File: config.mk
export PLATFORM = sky130hd
export DESIGN_NAME = sram_mem_ctrl
export DESIGN_NICKNAME = d
export VERILOG_FILES = /design/src/rtl/sram_mem_ctrl.sv
export SDC_FILE = /design/constraint.sdc
export NUM_CORES = 1
export LEC_CHECK = 0
export ABC_AREA = 1
export CAP_MARGIN = 20
export CORE_MARGIN = 2
export CORE_UTILIZATION = 35
export DETAILED_ROUTE_END_ITERATION = 12
export PLACE_DENSITY_LB_ADDON = 0.08
export SLEW_MARGIN = 10
export SYNTH_ARGS = -nofsm -noshare
export SYNTH_HDL_FRONTEND = slang
export SYNTH_SLANG_ARGS = --single-unit
File: constraint.sdc
create_clock -name clk -period 1.59 [get_ports clk]
set_input_delay 0.3975 -clock clk [delete_from_list [all_inputs] [get_ports clk]]
set_output_delay 0.3975 -clock clk [all_outputs]
set_load 0.02 [all_outputs]
File: src/rtl/sram_mem_ctrl.sv
// MEM-stage data-memory responder: 32-bit loads/stores as two 16-bit SRAM phases.
// Optional MEM_RANGE_CHECK_EN adds mem_err and short-circuits out-of-range accesses.
module sram_mem_ctrl #(
  parameter int WAIT_CYCLES = 1,
  parameter int SRAM_AW     = 18,
  parameter int BASE_ADDR   = 1024
) (
  input  logic               clk,
  input  logic               rst,
  input  logic               MEM_R_EN,
  input  logic               MEM_W_EN,
  input  logic [31:0]        address,
  input  logic [31:0]        writeData,
  output logic [31:0]        readData,
  output logic               ready,
  output logic               freeze,
`ifdef MEM_RANGE_CHECK_EN
  output logic               mem_err,
`endif
  output logic [SRAM_AW-1:0] SRAM_ADDR,
  output logic [15:0]        SRAM_DQ_O,
  input  logic [15:0]        SRAM_DQ_I,
  output logic               SRAM_DQ_OE,
  output logic               SRAM_WE_N
);

  localparam int CW = (WAIT_CYCLES > 0) ? $clog2(WAIT_CYCLES + 1) : 1;
  localparam int WW = SRAM_AW - 1;

  typedef enum logic [1:0] {
    IDLE,
    LOW,
    HIGH,
    DONE
  } state_t;

  state_t          state_q, state_d;
  logic [CW-1:0]   cnt_q, cnt_d;
  logic [WW-1:0]   wa_q, wa_d;
  logic [31:0]     wdata_q, wdata_d;
  logic            wr_q, wr_d;
  logic [31:0]     rdata_q, rdata_d;

  logic [31:0]     offs;
  logic [WW-1:0]   wa_in;
  logic            req;
  logic            last;
  logic            unused_bits;

  assign offs        = address - 32'(BASE_ADDR);
  assign wa_in       = offs[SRAM_AW:2];
  assign req         = MEM_R_EN | MEM_W_EN;
  assign last        = (cnt_q == CW'(WAIT_CYCLES));
  assign unused_bits = ^{offs[31:SRAM_AW+1], offs[1:0]};

`ifdef MEM_RANGE_CHECK_EN
  logic err_q, err_d;
  logic bad_addr;

  assign bad_addr = (address < 32'(BASE_ADDR)) | (|offs[31:SRAM_AW+1]);
  assign mem_err  = (state_q == DONE) & err_q;
`endif

  always_comb begin
    state_d = state_q;
    cnt_d   = cnt_q;
    wa_d    = wa_q;
    wdata_d = wdata_q;
    wr_d    = wr_q;
    rdata_d = rdata_q;
`ifdef MEM_RANGE_CHECK_EN
    err_d   = err_q;
`endif
    unique case (state_q)
      IDLE: begin
        if (req) begin
          wa_d    = wa_in;
          wdata_d = writeData;
          wr_d    = MEM_W_EN;
          cnt_d   = '0;
          state_d = LOW;
`ifdef MEM_RANGE_CHECK_EN
          err_d   = bad_addr;
          // Out-of-range: skip both SRAM phases entirely
          if (bad_addr) begin
            state_d = DONE;
            if (!MEM_W_EN) rdata_d = 32'hDEAD_BEEF;
          end
`endif
        end
      end
      LOW: begin
        if (last) begin
          cnt_d   = '0;
          state_d = HIGH;
          if (!wr_q) rdata_d[15:0] = SRAM_DQ_I;
        end else begin
          cnt_d = cnt_q + 1'b1;
        end
      end
      HIGH: begin
        if (last) begin
          cnt_d   = '0;
          state_d = DONE;
          if (!wr_q) rdata_d[31:16] = SRAM_DQ_I;
        end else begin
          cnt_d = cnt_q + 1'b1;
        end
      end
      DONE: begin
        state_d = IDLE;
      end
      default: begin
        state_d = IDLE;
      end
    endcase
  end

  always_comb begin
    SRAM_ADDR  = '0;
    SRAM_DQ_O  = '0;
    SRAM_DQ_OE = 1'b0;
    SRAM_WE_N  = 1'b1;
    unique case (state_q)
      LOW: begin
        SRAM_ADDR = {wa_q, 1'b0};
        if (wr_q) begin
          SRAM_DQ_O  = wdata_q[15:0];
          SRAM_DQ_OE = 1'b1;
          SRAM_WE_N  = 1'b0;
        end
      end
      HIGH: begin
        SRAM_ADDR = {wa_q, 1'b1};
        if (wr_q) begin
          SRAM_DQ_O  = wdata_q[31:16];
          SRAM_DQ_OE = 1'b1;
          SRAM_WE_N  = 1'b0;
        end
      end
      default: begin
        SRAM_ADDR = '0;
      end
    endcase
  end

  assign ready    = (state_q == DONE);
  assign freeze   = req & (state_q != DONE);
  assign readData = rdata_q;

  always_ff @(posedge clk) begin
    if (!rst) begin
      state_q <= IDLE;
      cnt_q   <= '0;
      wa_q    <= '0;
      wdata_q <= '0;
      wr_q    <= 1'b0;
      rdata_q <= '0;
`ifdef MEM_RANGE_CHECK_EN
      err_q   <= 1'b0;
`endif
    end else begin
      state_q <= state_d;
      cnt_q   <= cnt_d;
      wa_q    <= wa_d;
      wdata_q <= wdata_d;
      wr_q    <= wr_d;
      rdata_q <= rdata_d;
`ifdef MEM_RANGE_CHECK_EN
      err_q   <= err_d;
`endif
    end
  end

endmodule

==> qor.txt <==
Status = finished with violations
Violated checks = setup timing
Share of layout cells above drive strength 1 = 24.0%
Vias post-DR = 3724
Critical Path AT = 1.65 ns
1st-iter DRT viols = 94
GRT Resource Usage Total = 18.7%
Type of element capturing the critical path = output port
Post-synth top cells = dfxtp_1 (85), o21ai_0 (82), nor2_1 (81)
Synth Area in Adders = 2.05%
Fin crit share = 129%
Clk sinks = 85
Clk buf depth = 2
Multi-input logic area = 1870 um^2
Worst vdd ir = 596 uV
Required @ worst endpoint = 1.19 ns
Max-slew violation count = 0
ANT nets after route = 0
Reg power frac = 35.8%
Synthesized area per cell = 7.26 um^2
Clk root buf = clkbuf_8
Synth-to-layout area growth = 65.3%
Pre-antenna DRT Iters = 6
Largest cells by area after synthesis = dfxtp_1 (47%), o21ai_0 (11%), a21oi_1 (9.2%), nor2_1 (8.3%), inv_1 (7.1%)
Nature of the critical path startpoint = register
Post-Layout Inst Area = 6050 um^2
Worst reg-to-reg path cell count = 8
CP max-delay cell = dfxtp_4
Int Power = 5.07 mW
WL final = 10.5 mm
Switching pwr = 3.32 mW
Post-Place Cells = 778
Diodes inserted = 0
Hold Crit Class = register to register
DRC Markers = 0
Power Density = 1390 nW/um^2
M1 wire length = 4.77 mm
Mux contribution to synthesized area = 0%
Port Buffers = 138
Register area = 1710 um^2
Main combinational cell family by area after synthesis = compound AO/OA/AOI/OAI gates
Final Hold Fails = 0
Reg2reg start = state_q[1]$_SDFFE_PN0P_
Pwr Total = 8.39 mW
Initial antenna violation count = 0
Synth Area in XOR/XNOR = 0.479%
Mapped cell area = 3660 um^2
Most common cell in the netlist = dfxtp_1
Crit Path Category = register to output port
Compound-Gate Fraction of Synth Area = 21.2%
Cell count after synthesis = 504
Die area = 11300 um^2
CP Capture Point = SRAM_DQ_O[12]
Async SR Flop Fraction = 0%
CP startpoint = state_q[0]$_SDFFE_PN0P_
Simple-gate share of the synthesized area = 17.7%
Htree depth = 3
GPL Wtd Cong = 0.833
Sequential area share after synthesis = 46.5%
Share of the synthesized area in the top cell type = 46.5%
Worst Skew = 0.0109 ns
Post-DR wirelength/cell = 13.1 um
Crit path depth = 6
Hold slack = 0.441 ns
Rows = 37
Ys Warns = 0
Logic pwr share = 47.1%
Vias in the first global route = 3581
Syn Nets = 594
CP max stage delay = 0.40 ns
Sw frac = 39.6%
Worst r2r dst = readData[27]$_SDFFE_PN0P_
Library cells used by synthesis = 23
Final WS setup = -0.461 ns
P_leak = 2.53 nW
Post-layout util = 59.1%
Num CTS Buffers = 9
Clock insertion delay at the later pin of the skew report = 0.35 ns
Met2 Wirelength = 4.95 mm
Setup TNS = -14.86 ns
CTS tree = built
Pin count of the biggest net entering global routing = 83
Final Non-Filler Cells = 802
Min cycle time layout = 2.05 ns
R2R setup slack = 0.11 ns
Vias/cell = 4.64
DP HPWL = 7.28 mm
Congestion Overflow GR = 0
Worst path bufs/invs = 3
Reg clk slew, reported paths = 0.09 ns
Die span in x = 106 um
Met3 WL = 641 um
Final setup fails = 38
Die H = 106 um
Max-Cap Viols = 0
Top cell type by total area after synthesis = dfxtp_1
CP cell instances = inv_4 -> ha_4 -> nand2_8 -> clkbuf_16 -> a21oi_4 -> buf_6
Fmax = 487 MHz
Seq cells post-synth = 85
CP top delay family = flip-flops
Final nets = 751
Uppermost routed layer = met4
Pre-CTS WS = -0.588 ns
Filler Cell Count = 942
Number of synthesized flops with an enable pin = 0
Clock Power Share = 17.1%
Io pins = 154
Core Footprint = 10200 um^2
Max-slew headroom = 80.0%
Worst-Margin Slew = 0.299 ns
First-pass GRT wire length = 16.9 mm
Synth Flop Type = dfxtp_1
Critical path fanouts, max = 7
Cell Area, Placed = 5600 um^2
RSZ-0062 raised after global routing = yes
Initial Util = 35.7%
## power by group through the flow
stage	logic, mW	registers, mW	clock network (mW)
2_1_floorplan	2.17	3.08	0
3_3_place_gp	3.49	2.99	0
3_5_place_dp	3.55	3.00	0
4_1_cts	3.75	2.98	1.48
5_1_grt	4.32	3.07	1.59
6_report	3.95	3.00	1.44
## layout by cell type (no fill, tap or decap), types with 7 or more instances in the layout
| master | synthesis | routed |
|---|---|---|
| a21oi_1 | 67 | 51 |
| a21oi_4 | 0 | 14 |
| buf_12 | 0 | 10 |
| buf_4 | 1 | 32 |
| buf_6 | 4 | 30 |
| clkbuf_8 | 0 | 10 |
| clkdlybuf4s50_1 | 0 | 67 |
| dfxtp_1 | 85 | 83 |
| dlygate4sd2_1 | 0 | 32 |
| inv_1 | 69 | 65 |
| nand2_1 | 53 | 39 |
| nand2_2 | 0 | 9 |
| nand3_1 | 7 | 7 |
| nor2_1 | 81 | 69 |
| nor2_2 | 10 | 12 |
| nor2_4 | 1 | 11 |
| o21ai_0 | 82 | 80 |
## sequential cells by signal, indices dropped and copies added, names as in the netlist
name      cells
cnt_q         1
state_q       2
wdata_q      32
wr_q          1
readData     32
wa_q         17
## cell type report
| cell class | count | share of cell area (%) |
|---|---|---|
| inverter | 71 | 4.57 |
| clock buffer | 10 | 2.28 |
| timing repair buffer | 177 | 30.4 |
| clock inverter | 6 | 0.766 |
| sequential | 85 | 28.3 |
| multi-input combinational | 317 | 30.9 |
| tap | 136 | 2.81 |
## metal layers
layer	vias to the layer above	global-route usage, %
met3	17	4.05
met1	1694	24.4
met5	-	0
met4	0	6.48
li1	1904	-
met2	109	30.6
## kinds of logic (layout without fill, tap and decap cells)
| logic type | count (synthesis) | count (layout) |
|---|---|---|
| xor+xnor | 2 | 2 |
| buf+inv | 102 | 264 |
| fa+ha+maj | 6 | 6 |
| flops | 85 | 85 |
| compound gates | 154 | 154 |
| simple gates | 155 | 155 |
## worst min-delay path by stage
stage | start | endpoint | cells after the start
2_1_floorplan | wa_q[10]$_SDFFE_PN0P_ | wa_q[10]$_SDFFE_PN0P_ | 2
3_3_place_gp | readData[19]$_SDFFE_PN0P_ | readData[19]$_SDFFE_PN0P_ | 2
3_5_place_dp | readData[19]$_SDFFE_PN0P_ | readData[19]$_SDFFE_PN0P_ | 2
4_1_cts | readData[13]$_SDFFE_PN0P_ | readData[13]$_SDFFE_PN0P_ | 2
5_1_grt | readData[30]$_SDFFE_PN0P_ | readData[30]$_SDFFE_PN0P_ | 2
6_report | readData[19]$_SDFFE_PN0P_ | readData[19]$_SDFFE_PN0P_ | 2
## worst reg2reg max path: cells and delay by family (launching register included)
kind,cells,cell delay [ns]
AND/OR/NAND/NOR,1,0.09
AO/OA/AOI/OAI,2,0.22
buffers and inverters,4,0.49
adder cells (fa/ha/maj),1,0.17
flip-flops,1,0.38
## what timing repair did
| action | CTS | global route |
|---|---|---|
| pin swaps | 6 | 5 |
| gates resized for setup | 261 | 30 |
| cloned | 2 | 1 |
| setup endpoints to repair | 70 | 38 |
| hold buffers | 0 | 0 |
| setup buffers | 1 | 4 |
No activity file was read; power rests on OpenSTA's default activity.
